===== config.mk =====
export PLATFORM = sky130hd
export DESIGN_NAME = product_accumulator
export DESIGN_NICKNAME = d
export VERILOG_FILES = /design/src/rtl/product_accumulator_pkg.sv /design/src/rtl/product_accumulator_term_counter.sv /design/src/rtl/product_accumulator.sv
export SDC_FILE = /design/constraint.sdc
export NUM_CORES = 1
export LEC_CHECK = 0
export ABC_AREA = 0
export ABC_CLOCK_PERIOD_IN_PS = 5500
export BUFFER_PORTS_ARGS = -buffer_cell sky130_fd_sc_hd__buf_2
export CORE_MARGIN = 1.5
export CORE_UTILIZATION = 40
export CTS_CLUSTER_DIAMETER = 80
export DETAILED_ROUTE_END_ITERATION = 7
export SLEW_MARGIN = 15
export SYNTH_ARGS = -nofsm -noshare
export SYNTH_HDL_FRONTEND = slang
export SYNTH_SLANG_ARGS = --single-unit

===== constraint.sdc =====
create_clock -name clk -period 5.5 [get_ports clk]
set_clock_uncertainty 0.2 [all_clocks]
set_input_delay 0.825 -clock clk [delete_from_list [all_inputs] [get_ports clk]]
set_output_delay 0.825 -clock clk [all_outputs]
set_load 0.005 [all_outputs]

===== src/rtl/product_accumulator_pkg.sv =====
// Shared definitions for the product accumulator.
//   - FSM state encoding (the unused code 2'd3 is treated as a recovery state).
//   - Default parameter values for the stage.
//   - A small helper that says whether a state may take products.
package product_accumulator_pkg;

    // Default datapath sizes, matched to the 4x4 array multiplier upstream.
    localparam int unsigned PW_DEF      = 8;
    localparam int unsigned N_TERMS_DEF = 4;
    localparam int unsigned ACC_W_DEF   = 16;
    localparam int unsigned CNT_W_DEF   = 8;

    typedef enum logic [1:0] {
        StIdle  = 2'd0,  // no terms held
        StAccum = 2'd1,  // at least one term held
        StDone  = 2'd2   // result held, waiting for the downstream handshake
    } state_e;

    // Only IDLE and ACCUM take products. The illegal code is excluded so a corrupted state
    // can never absorb a term before it recovers.
    function automatic logic state_takes_terms(input state_e st);
        return (st == StIdle) || (st == StAccum);
    endfunction

endpackage


===== src/rtl/product_accumulator_term_counter.sv =====
// Term counter for the product accumulator.
//   clk    in   1      rising-edge clock
//   rst    in   1      synchronous reset, active-high
//   clr    in   1      synchronous clear to zero (wins over inc)
//   inc    in   1      count one accepted term
//   count  out  CNT_W  terms counted so far
//   hit    out  1      the next increment reaches N_TERMS (count+1 == N_TERMS)
module product_accumulator_term_counter
    import product_accumulator_pkg::*;
#(
    parameter int unsigned CNT_W   = CNT_W_DEF,
    parameter int unsigned N_TERMS = N_TERMS_DEF
) (
    input  logic             clk,
    input  logic             rst,
    input  logic             clr,
    input  logic             inc,
    output logic [CNT_W-1:0] count,
    output logic             hit
);

    // Compare one bit wider so that count+1 never wraps before the compare.
    localparam logic [CNT_W:0] LastTerm = (CNT_W + 1)'(N_TERMS);

    logic [CNT_W-1:0] count_q;
    logic [CNT_W-1:0] count_d;
    logic [CNT_W:0]   count_inc;

    always_comb begin
        count_inc = {1'b0, count_q} + {{CNT_W{1'b0}}, 1'b1};
        count_d   = count_q;
        if (clr) begin
            count_d = '0;
        end else if (inc) begin
            count_d = count_inc[CNT_W-1:0];
        end
    end

    always_ff @(posedge clk) begin
        if (rst) begin
            count_q <= '0;
        end else begin
            count_q <= count_d;
        end
    end

    assign count = count_q;
    assign hit   = (count_inc == LastTerm);

endmodule


===== src/rtl/product_accumulator.sv =====
// Dot-product stage of the multiply datapath: sums N_TERMS unsigned products (or fewer, when
// a term arrives with prod_last) and presents the sum on a valid/ready output.
//   clk         in   1      rising-edge clock
//   rst         in   1      synchronous reset, active-high (dominates clear)
//   clear       in   1      synchronous abort, drops any partial or pending result
//   prod_valid  in   1      product available
//   prod_ready  out  1      accumulator can take a product
//   prod_data   in   PW     unsigned product
//   prod_last   in   1      prod_data is the final term of this result
//   acc_valid   out  1      result available
//   acc_ready   in   1      downstream takes the result
//   acc_data    out  ACC_W  unsigned sum, 0 outside DONE
//   acc_count   out  CNT_W  terms in acc_data, 0 outside DONE
//   acc_ovf     out  1      sum wrapped past 2^ACC_W-1 during this result, 0 outside DONE
// All acc_* outputs come from registers only; prod_* never reaches them combinationally.
module product_accumulator
    import product_accumulator_pkg::*;
#(
    parameter int unsigned PW      = PW_DEF,
    parameter int unsigned N_TERMS = N_TERMS_DEF,
    parameter int unsigned ACC_W   = ACC_W_DEF,
    parameter int unsigned CNT_W   = CNT_W_DEF
) (
    input  logic             clk,
    input  logic             rst,
    input  logic             clear,
    input  logic             prod_valid,
    output logic             prod_ready,
    input  logic [PW-1:0]    prod_data,
    input  logic             prod_last,
    output logic             acc_valid,
    input  logic             acc_ready,
    output logic [ACC_W-1:0] acc_data,
    output logic [CNT_W-1:0] acc_count,
    output logic             acc_ovf
);

    state_e           state_q;
    logic [ACC_W-1:0] acc_q;
    logic             ovf_q;

    logic             accept;
    logic             release_result;
    logic             cnt_clr;
    logic             cnt_hit;
    logic [CNT_W-1:0] cnt;
    logic [ACC_W:0]   sum;

    // No bypass: a held result blocks the input until it has been taken.
    assign prod_ready     = !rst && !clear && state_takes_terms(state_q);
    assign accept         = prod_valid && prod_ready;
    assign release_result = (state_q == StDone) && acc_ready;

    // Zero-extend both operands one bit past the accumulator so the top bit is the carry.
    assign sum = {1'b0, acc_q} + {{(ACC_W + 1 - PW){1'b0}}, prod_data};

    // The counter is zeroed wherever the accumulator is: abort, handoff, or illegal state.
    assign cnt_clr = clear || release_result ||
                     ((state_q != StIdle) && (state_q != StAccum) && (state_q != StDone));

    product_accumulator_term_counter #(
        .CNT_W   (CNT_W),
        .N_TERMS (N_TERMS)
    ) u_term_counter (
        .clk   (clk),
        .rst   (rst),
        .clr   (cnt_clr),
        .inc   (accept),
        .count (cnt),
        .hit   (cnt_hit)
    );

    always_ff @(posedge clk) begin
        if (rst) begin
            state_q <= StIdle;
            acc_q   <= '0;
            ovf_q   <= 1'b0;
        end else if (clear) begin
            state_q <= StIdle;
            acc_q   <= '0;
            ovf_q   <= 1'b0;
        end else begin
            case (state_q)
                StIdle, StAccum: begin
                    if (accept) begin
                        acc_q   <= sum[ACC_W-1:0];
                        ovf_q   <= ovf_q | sum[ACC_W];
                        state_q <= (cnt_hit || prod_last) ? StDone : StAccum;
                    end
                end
                StDone: begin
                    if (acc_ready) begin
                        state_q <= StIdle;
                        acc_q   <= '0;
                        ovf_q   <= 1'b0;
                    end
                end
                default: begin
                    state_q <= StIdle;
                    acc_q   <= '0;
                    ovf_q   <= 1'b0;
                end
            endcase
        end
    end

    // Outputs are gated by the registered state so partial sums are never visible.
    assign acc_valid = (state_q == StDone);
    assign acc_data  = acc_valid ? acc_q : '0;
    assign acc_count = acc_valid ? cnt : '0;
    assign acc_ovf   = acc_valid && ovf_q;

endmodule

## Word level (Yosys, flattened, before mapping)

Cells that the tools add are included.

| cells by class | value |
|---|---|
| $add $sub $neg | 2 |
| equal/unequal tests | 7 |
| multiplexer cells | 12 |
| bitwise logic cells | 1 |
| reductions and logical operators | 19 |

Operators by type and width:

| kind | count |
|---|---|
| 16-bit two-way mux | 3 |
| 16-bit case mux with 2 select lines | 1 |
| 16-bit by 8-bit adder with 17-bit output | 1 |
| 8-bit by 1-bit adder with 9-bit output, second input constant | 1 |
| 9-bit by 3-bit == test with 1-bit output, second input constant | 1 |
| 8-bit two-way mux | 1 |
| 1-bit logical AND | 7 |
| 2-bit two-way mux | 3 |
| 2-bit OR reduction | 3 |
| 1-bit logical OR | 4 |
| 2-bit by 1-bit inequality test with 1-bit output, second input constant | 2 |
| 2-bit inequality test, second input constant | 2 |
| 2-bit case mux with 2 select lines | 1 |
| 2-bit by 1-bit == test with 1-bit output, second input constant | 1 |
| 2-bit == test, second input constant | 1 |
| 1-bit logical NOT | 2 |
| 2-bit logical NOT | 1 |
| 1-bit two-way mux | 2 |
| 1-bit case mux with 2 select lines | 1 |
| 2-bit AND reduction | 1 |
| 2-bit nonzero test | 1 |
| 1-bit bitwise OR | 1 |

| word-level totals | value |
|---|---|
| flip-flop bits (word level) | 27 |
| logic and storage cells | 45 |

## Logic depth before layout (Yosys ltp)

Gate-level depths: netlist (run 1).

| logic depth | value |
|---|---|
| depth after elaboration | 6 |
| depth in mapped cells | 8 |

## Hierarchy

Synthesis (run 1) repeated with hierarchy kept, for this count alone.

| unflattened totals | value |
|---|---|
| cell total of the unflattened synthesis | 212 |
| area, all modules | 1762.9 um^2 |

Modules (own cells, without submodules):

| module | times used | cells an instance | area an instance (um^2) | sequential area each (um^2) |
|---|---|---|---|---|
| product_accumulator | 1 | 159 | 1293.7 | 380.4 |
| product_accumulator_term_counter | 1 | 53 | 469.2 | 160.2 |

## Least setup slack after synthesis (run 1)

No wires, ideal clock.

| timing path | value |
|---|---|
| path type | input to register |
| from | in prod_data[0] |
| to | reg acc_q[14] |
| setup time | 60 ps |
| arrival time | 2402 ps |
| setup slack | 2838 ps |
| cell stages on the path | 8 |
| buffers on the path | 0 |
| path through | ha_1 inv_1 fa_1 nor2b_1 o31a_1 o22ai_1 or4_1 nand2_1 |

| on the way | value |
|---|---|
| word-level cells in the longest chain between the ends | 3 |

Ends and longest elaborated chain:

| item | line | text |
|---|---|---|
| start: declaration | product_accumulator.sv:29 | `input logic [PW-1:0] prod_data,` |
| 16-bit by 8-bit adder with 17-bit output | product_accumulator.sv:55 | `assign sum = {1'b0, acc_q} + {{(ACC_W + 1 - PW){1'b0}}, prod_data};` |
| 16-bit two-way mux | product_accumulator.sv:85 | `if (accept) begin` |
| 16-bit case mux with 2 select lines | product_accumulator.sv:83 | `case (state_q)` |
| end signal: assignment | product_accumulator.sv:86 | `acc_q <= sum[ACC_W-1:0];` |
| end: declaration | product_accumulator.sv:39 | `logic [ACC_W-1:0] acc_q;` |

No other way between the ends. The select of a mux whose other input is x is not followed.
A chain may end at the register's enable or synchronous reset.

## Final worst setup path (run 1)

| timing path | value |
|---|---|
| from | reg state_q[1] |
| to | out acc_data[8] |

| on the way | value |
|---|---|
| word-level cells in the longest chain between the ends | 2 |

Ends and longest elaborated chain:

| item | line | text |
|---|---|---|
| start: declaration | product_accumulator.sv:38 | `state_e state_q;` |
| start signal: assignment | product_accumulator.sv:75 | `state_q <= StIdle;` |
| start signal: assignment | product_accumulator.sv:79 | `state_q <= StIdle;` |
| start signal: assignment | product_accumulator.sv:88 | `state_q <= (cnt_hit \|\| prod_last) ? StDone : StAccum;` |
| 2-bit == test | product_accumulator.sv:108 | `assign acc_valid = (state_q == StDone);` |
| 16-bit two-way mux | product_accumulator.sv:109 | `assign acc_data = acc_valid ? acc_q : '0;` |
| end: declaration | product_accumulator.sv:33 | `output logic [ACC_W-1:0] acc_data,` |

No other way between the ends.

==> results.md, run 1 <==
- Outcome: complete, no violations
- Initial DRT Pass Iterations: 4
- WP buf/inv: 2
- DRC: 0
- Leading area contributor after synthesis: dfxtp_1
- HPWL Detailed: 2740 um
- Fillers: 407
- Syn-to-layout area delta: 18.2%
- Mux contribution to synthesized area: 0.607%
- Slew HR: 53.1%
- Pleak: 0.000924 uW
- Slowest CP cell: nor2b_1
- Die Y-Extent: 67.2 um
- Number of synthesized flops with an enable pin: 0
- Avg WL per Cell: 12.4 um
- Pwr dens: 185 nW/um2
- Clock Tree Buf Depth: 2
- First-pass GRT wire length: 6110 um
- Post-cts hold buffer count: 0
- Root Driver: clkbuf_8
- Final Non-Filler Cells: 292
- Syn avg cell area: around 8 um2
- Netlist Area Pre-Place: about 1600 um2
- Seq cells post-synth: 27
- Type of origin of the critical path: register
- Seq/Total Area, Yosys: 32.8%
- Die Wd: 67.2 um
- Critical path class: reg2out
- CTS tree: yes
- Max-cap violations: 0
- Crit-path max cell delay: 0.52 ns
- Clk pin slew, worst setup/hold paths: 0.09 ns
- Via density: 5.19
- Fin nets: roughly 270
- Post-synth ARST share: 0%
- Most instantiated library cell after synthesis: dfxtp_1
- Initial antenna violation count: 0
- Vias in the first global route: 1379
- Peak supply drop: roughly 140 uV
- Mapped Nets: between 200 and 250
- Top cell type's share of synthesized area: 32.8%
- Routed vias: 1515
- Inserted Clock Buffers: 3
- Largest net degree at the start of global routing: 19
- Final hold viol count: 0
- Setup TNS: 0 ns
- Largest family of logic cells by synthesized area: simple AND/OR/NAND/NOR gates
- Crit-path leading delay family: simple AND/OR/NAND/NOR gates
- Fin. max-slew vios: 0
- Clock Latency Late Sink: 0.27 ns
- Measured slew at the worst slew-check pin: 0.703 ns
- Worst path cell trace: nor2b_1, buf_4, and2_1, buf_2
- Dpl cells: 288
- Place WS: ~2.6 ns
- Clock tree sinks: 27
- Antenna diodes: 0
- Max H-tree Level: 1
- Starting Density: 41.5%
- I/O pin count: around 40
- Crit path max fanout: 15
- Final core utilization: 49.1%
- Global route overflow: 0
- DR iter-0 viols: 68
- Simple-gate share of the synthesized area: 31.3%
- DRT antenna net count: 0
- Gr usage total: around 18%
- Die area: 4510 um2
- Yosys warnings: 0
- Post-cts resize count: 0
- Commonest cells in the netlist: dfxtp_1 (27), and2_1 (25), nand2_1 (24), nor2_1 (17), ha_1 (9)
- GP Congestion: 0.800
- Commonest register cell after synthesis: dfxtp_1
- Setup WS post-layout: between 2 and 3 ns
- Top post-synthesis cells by area: dfxtp_1 (33%), and2_1 (9.5%), ha_1 (6.8%), nand2_1 (5.5%), nor2_1 (3.9%)
- WL final: 3630 um
- Post-synthesis cell type count: 44
- Crit end category: output port
- Post-Synth XOR/XNOR Area: ~5.8%
- RSZ-0062 raised after global routing: no
- Mapped Cells: 201
- Final worst path period need: between 2 and 3 ns
- Row Count: 23
- Multi-input logic area: 1060 um2
- Compound-Gate Fraction of Synth Area: between 10% and 20%
- Placeable Area: 3970 um2
- Final period utilization: 51.3%
- Worst Path Arrival: 1.80 ns
- I/O Buffers: 40
- Finish-stage setup viols: 0
- Critical Path RT: between 4 and 5 ns
- Adder-Cell Fraction of Synth Area: 8.05%
- Hold Crit Class: reg2reg
- Highest achievable clock rate: 0.354 GHz
- Fraction of layout cells with a size suffix above 1: 19.8%
- Post-CTS repair timing setup buffer count: 0
- Seq. cell area: 541 um2
[state kept, by name, summed over array words and instances, names as in the netlist]
signal                flops
state_q                   2
u_term_counter.count      8
ovf_q                     1
acc_q                    16
[worst min-delay path, cell delays in order (launching register included)]
cell and delay, ns:
dfxtp_1 0.32, nand2_1 0.05, o21ai_1 0.05
[area by class of cell]
class / count / area share (%)
well taps: 50 / 3.21
inverters: 6 / 1.16
repair buffers: 42 / 11.0
clock buffers: 4 / 2.31
multi-input cells: 163 / 54.5
flip-flops and latches: 27 / 27.7
[placed cells by master (no fill, tap or decap), drive strengths merged, types with 5 or more instances in the layout]
cell type,n
a21oi,8
and2,25
and3,5
buf,42
dfxtp,27
ha,9
inv,6
nand2,24
nor2,17
nor3,5
o21a,7
o21ai,8
xor2,7
[layer usage]
| metal | global-route usage (%) | up-vias | part of all wire (%) |
|---|---|---|---|
| li1 | - | 787 | - |
| met1 | 23.7 | 692 | 51 |
| met2 | 28.8 | 32 | 43 |
| met3 | 4.00 | 4 | 4.8 |
| met4 | 4.85 | 0 | 1.2 |
| met5 | 0 | - | 0 |
[where the power goes]
part / internal (uW) / switching, uW / leakage (uW) / total (uW)
Clock: 52.0 / 63.6 / 0.0000228 / 116
Combinational: 18.9 / 25.6 / 0.000683 / 44.5
Sequential: 198 / 2.58 / 0.000218 / 201
Total: 269 / 91.8 / 0.000924 / 361
[final timing paths]
kind / from / endpoint / slack (ns) / cells after the start
max: state_q[1] / acc_data[8] / 2.68 / 4
min reg2reg: ovf_q / ovf_q / 0.25 / 2
max reg2reg: acc_q[0] / acc_q[14] / 3.12 / 8
min: ovf_q / ovf_q / 0.25 / 2
[stage by stage]
step / cell area (um2) / hold WS, ns / total power [uW]
floorplan: 1650 / 0.221 / 236
global placement: 1900 / 0.238 / 250
detailed placement: 1900 / 0.241 / 250
CTS: 1950 / 0.255 / 367
global route: 1950 / 0.283 / 378
finish: 1950 / 0.246 / 361
[logic make-up (layout without fill, tap and decap cells)]
kind of cell / after synthesis / in the layout
AO/OA/AOI/OAI: 44 / 44
XOR/XNOR: 11 / 11
adder cells (fa/ha/maj): 10 / 10
buffers and inverters: 11 / 52
flip-flops: 27 / 27
multiplexers: 1 / 1
AND/OR/NAND/NOR: 97 / 97
No activity file was read; power rests on OpenSTA's default activity.
==> inputs of run 2 (changes only) <==
--- a/config.mk
+++ b/config.mk
@@ -5,8 +5,8 @@
 export SDC_FILE = /design/constraint.sdc
 export NUM_CORES = 1
 export LEC_CHECK = 0
-export ABC_AREA = 0
-export ABC_CLOCK_PERIOD_IN_PS = 5500
+export ABC_AREA = 1
+export ABC_CLOCK_PERIOD_IN_PS = 2650
 export BUFFER_PORTS_ARGS = -buffer_cell sky130_fd_sc_hd__buf_2
 export CORE_MARGIN = 1.5
 export CORE_UTILIZATION = 40
==> constraint.sdc (replaced) <==
create_clock -name clk -period 2.65 [get_ports clk]
set_clock_uncertainty 0.2 [all_clocks]
set_input_delay 0.3975 -clock clk [delete_from_list [all_inputs] [get_ports clk]]
set_output_delay 0.3975 -clock clk [all_outputs]
set_load 0.005 [all_outputs]
==> run 2 against run 1 <==
Effect of this change: sequential cell count did not move; wire length rose by 9.6%; worst hold slack got worse by 0.057 ns; die area rose by 6.2%; sequential share of layout area fell by 1.2 points; largest power group unchanged; largest cell class unchanged; critical path type is now reg2reg.
==> results.md, run 2 <==
- Fin. max-slew vios: 0 (unchanged)
- Clk pin slew, worst setup/hold paths: 0.10 ns (about the same)
- Commonest non-fill, non-tap cells in the layout: nand2_1 (52), inv_1 (41), nor2_1 (40), buf_2 (40), a21oi_1 (29)
- Pwr dens: 369 nW/um2 (+99%)
- Hold path cells: 4 (+2)
- Top post-synthesis cells by area: dfxtp_1 (31%), nand2_1 (11%), inv_1 (8.8%), nor2_1 (8.6%), a21oi_1 (8.3%)
- Post-cts hold buffer count: 0 (unchanged)
- Worst path most repeated cell: nand2_1
- Netlist Area Pre-Place: 1760 um2 (+6.5%)
- Die Y-Extent: 69.2 um (+3.1%)
- Starting Density: 42.7% (+1.2 points)
- Crit-path max cell delay: 0.37 ns (-0.15 ns)
- Commonest cells in the netlist: nand2_1 (52), inv_1 (41), nor2_1 (40), a21oi_1 (29), dfxtp_1 (27)
- Clock Tree Buf Depth: 2 (unchanged)
- Critical Path Start: acc_q[0]
- Via density: 4.89 (-5.8%)
- Final total power: 750 uW (+110%)
- Die Wd: 69.2 um (+3.1%)
- Post-synthesis cell type count: 31 (-30%)
- Highest achievable clock rate: roughly 0.48 GHz
- Measured slew at the worst slew-check pin: 0.501 ns (-0.202 ns)
- Seq cells post-synth: 27 (unchanged)
- Max H-tree Level: 1 (unchanged)
- Seq/Total Area, Yosys: 30.8% (-2.0 points)
- Yosys warnings: 0 (unchanged)
- Fin nets: 334 (+25%)
- Initial antenna violation count: 0 (unchanged)
- DRT antenna net count: 0 (unchanged)
- Number of synthesized flops with an enable pin: 0 (unchanged)
- Worst Path Arrival: 2.08 ns (+0.28 ns)
- Type of origin of the critical path: register
- Worst-case reg-to-reg path depth: 13 (+5)
- Syn-to-layout area delta: 15.8%
- Avg WL per Cell: 11.1 um (-11%)
- Vias in the first global route: 1627 (+18%)
- Finish-stage setup viols: 0 (unchanged)
- WL final: 3980 um (+9.6%)
- Final hold viol count: 0 (unchanged)
- DR iter-0 viols: 114 (+68%)
- Hold Startpoint: prod_last
- Post-cts resize count: 0 (unchanged)
- Hold Crit Class: in2reg
- R2r startpoint: acc_q[0]
- Reg-to-reg setup timing slack: 0.56 ns (-2.56 ns)
- I/O pin count: 41 (unchanged)
- Leading cell type in the layout, fill and taps excluded: nand2_1
- Placeable Area: 4120 um2 (+3.6%)
- Global route overflow: 0 (unchanged)
- Slew HR: 66.6% (+13 points)
- Mapped Cells: 270 (+34%)
- Routed vias: 1755 (+16%)
- Initial DRT Pass Iterations: 4 (unchanged)
- First-pass GRT wire length: 7210 um (+18%)
- Crit path max fanout: 5 (-10)
- Outcome: complete, no violations
- Peak supply drop: 155 uV (+7.7%)
- Dpl cell area: 1990 um2 (+4.5%)
- Slowest CP cell: dfxtp_1
- Max reg flops: 16 (unchanged)
- DRC: 0 (unchanged)
- Leading area contributor after synthesis: dfxtp_1
- Final non-filler cell area: 2030 um2 (+4.4%)
- Most flops, register: acc_q
- Die area: 4790 um2 (+6.2%)
- Clock Latency Late Sink: 0.28 ns (about the same)
- Clock tree sinks: 27 (unchanged)
- Most instantiated library cell after synthesis: nand2_1
- Post-CTS repair timing setup buffer count: 0 (unchanged)
- Crit end category: register
- Final period utilization: 79.0%
- Row Count: 23 (unchanged)
- Crit Reg-Reg Endpoint: acc_q[10]
- Gr usage total: 17.8% (+0.090 points)
- Hold endpoint: state_q[0]
- Root Driver: clkbuf_8
- Critical path class: reg2reg
- Pleak: 0.000875 uW (-5.3%)
- CTS tree: yes
- Commonest register cell after synthesis: dfxtp_1
- Mapped Nets: 294 (+31%)
- Worst path cell trace: ha_1, inv_1, fa_1, inv_1, nand3_1, nand2_1, nand2_1, nand2_1, nand3_1, nand2_1, o21ai_0, nand2_1, inv_1
- I/O Buffers: 40 (unchanged)
- HPWL Detailed: 3040 um (+11%)
- Final worst path period need: 2.09 ns
- Max-cap violations: 0 (unchanged)
- Fraction of layout cells with a size suffix above 1: 18.4% (-1.4 points)
- Antenna diodes: 0 (unchanged)
- RSZ-0062 raised after global routing: no
- Top cell type's share of synthesized area: 30.8% (-2.0 points)
- Inserted Clock Buffers: 3 (unchanged)
- Critical Path RT: 2.64 ns (-1.83 ns)
- Post-synth ARST share: 0% (unchanged)
- Largest net degree at the start of global routing: 27 (+8)
- Syn avg cell area: 6.50 um2 (-21%)
- GP Congestion: 0.849 (+6.2%)
- Setup TNS: 0 ns (unchanged)
==> run 2: cell count changes in the layout (fill, tap and decap cells not counted), moves of 4 or more <==
cell and change:
inv_1 +35, nand2_1 +28, and2_1 -25, nor2_1 +23
a21oi_1 +21, nand3_1 +15, o21ai_0 +8, xor2_1 -7
and3_1 -5, o21a_1 -5, nor2b_1 -4, xnor2_1 -4
==> run 2: final cells by class <==
type / count / area (um2)
Clock buffer: 4 / 45.0
Fill cell: 435 / 2080
Sequential cell: 27 / 541
Inverter: 44 / 168
Tap cell: 50 / 62.6
Timing Repair Buffer: 40 / 200
Multi-Input combinational cell: 194 / 1020
==> run 2: kinds of logic after synthesis <==
family	after synthesis	share of synthesized area (%)
fa+ha+maj	10	7.56
simple gates	128	32.5
compound gates	56	17.9
flops	27	30.8
buf+inv	49	11.3
==> run 2: through the flow <==
| step | utilization [%] | std cells | setup slack (ns) | hold WS, ns |
|---|---|---|---|---|
| 2_1_floorplan | - | 270 | 0.696 | 0.236 |
| 3_3_place_gp | 48.3 | 355 | 0.481 | 0.268 |
| 3_5_place_dp | 48.3 | 355 | 0.409 | 0.260 |
| 4_1_cts | 49.4 | 359 | 0.535 | 0.182 |
| 5_1_grt | 49.4 | 359 | 0.288 | 0.213 |
| 6_report | 49.4 | 359 | 0.557 | 0.189 |
==> run 2: worst max-delay path by stage <==
stage / slack (ns) / to / cells past startpoint
after detailed placement: 0.41 / acc_q[10] / 14
after floorplan: 0.70 / acc_q[10] / 13
after global placement: 0.48 / acc_q[10] / 14
after CTS: 0.54 / acc_q[10] / 13
after global routing: 0.29 / acc_q[10] / 13
final: 0.56 / acc_q[10] / 13
==> run 2: critical path, delay by kind of cell (launching register included) <==
family,cells,cell delay [ns]
flops,1,0.37
compound gates,1,0.09
simple gates,7,0.66
buf+inv,3,0.17
fa+ha+maj,2,0.52
==> run 2: report_power, final <==
| part | internal, uW | switching, uW | total [uW] |
|---|---|---|---|
| sequential | 412 | 5.36 | 417 |
| clock | 108 | 138 | 246 |
| combinational | 31.9 | 54.7 | 86.6 |
==> run 2: layer usage <==
layer | vias up | part of all wire, % | GRT usage [%]
met5 | - | 0 | 0
met4 | 0 | 1.3 | 5.23
met3 | 5 | 3.7 | 2.18
met2 | 38 | 43 | 28.3
met1 | 759 | 52 | 25.4
li1 | 953 | - | -
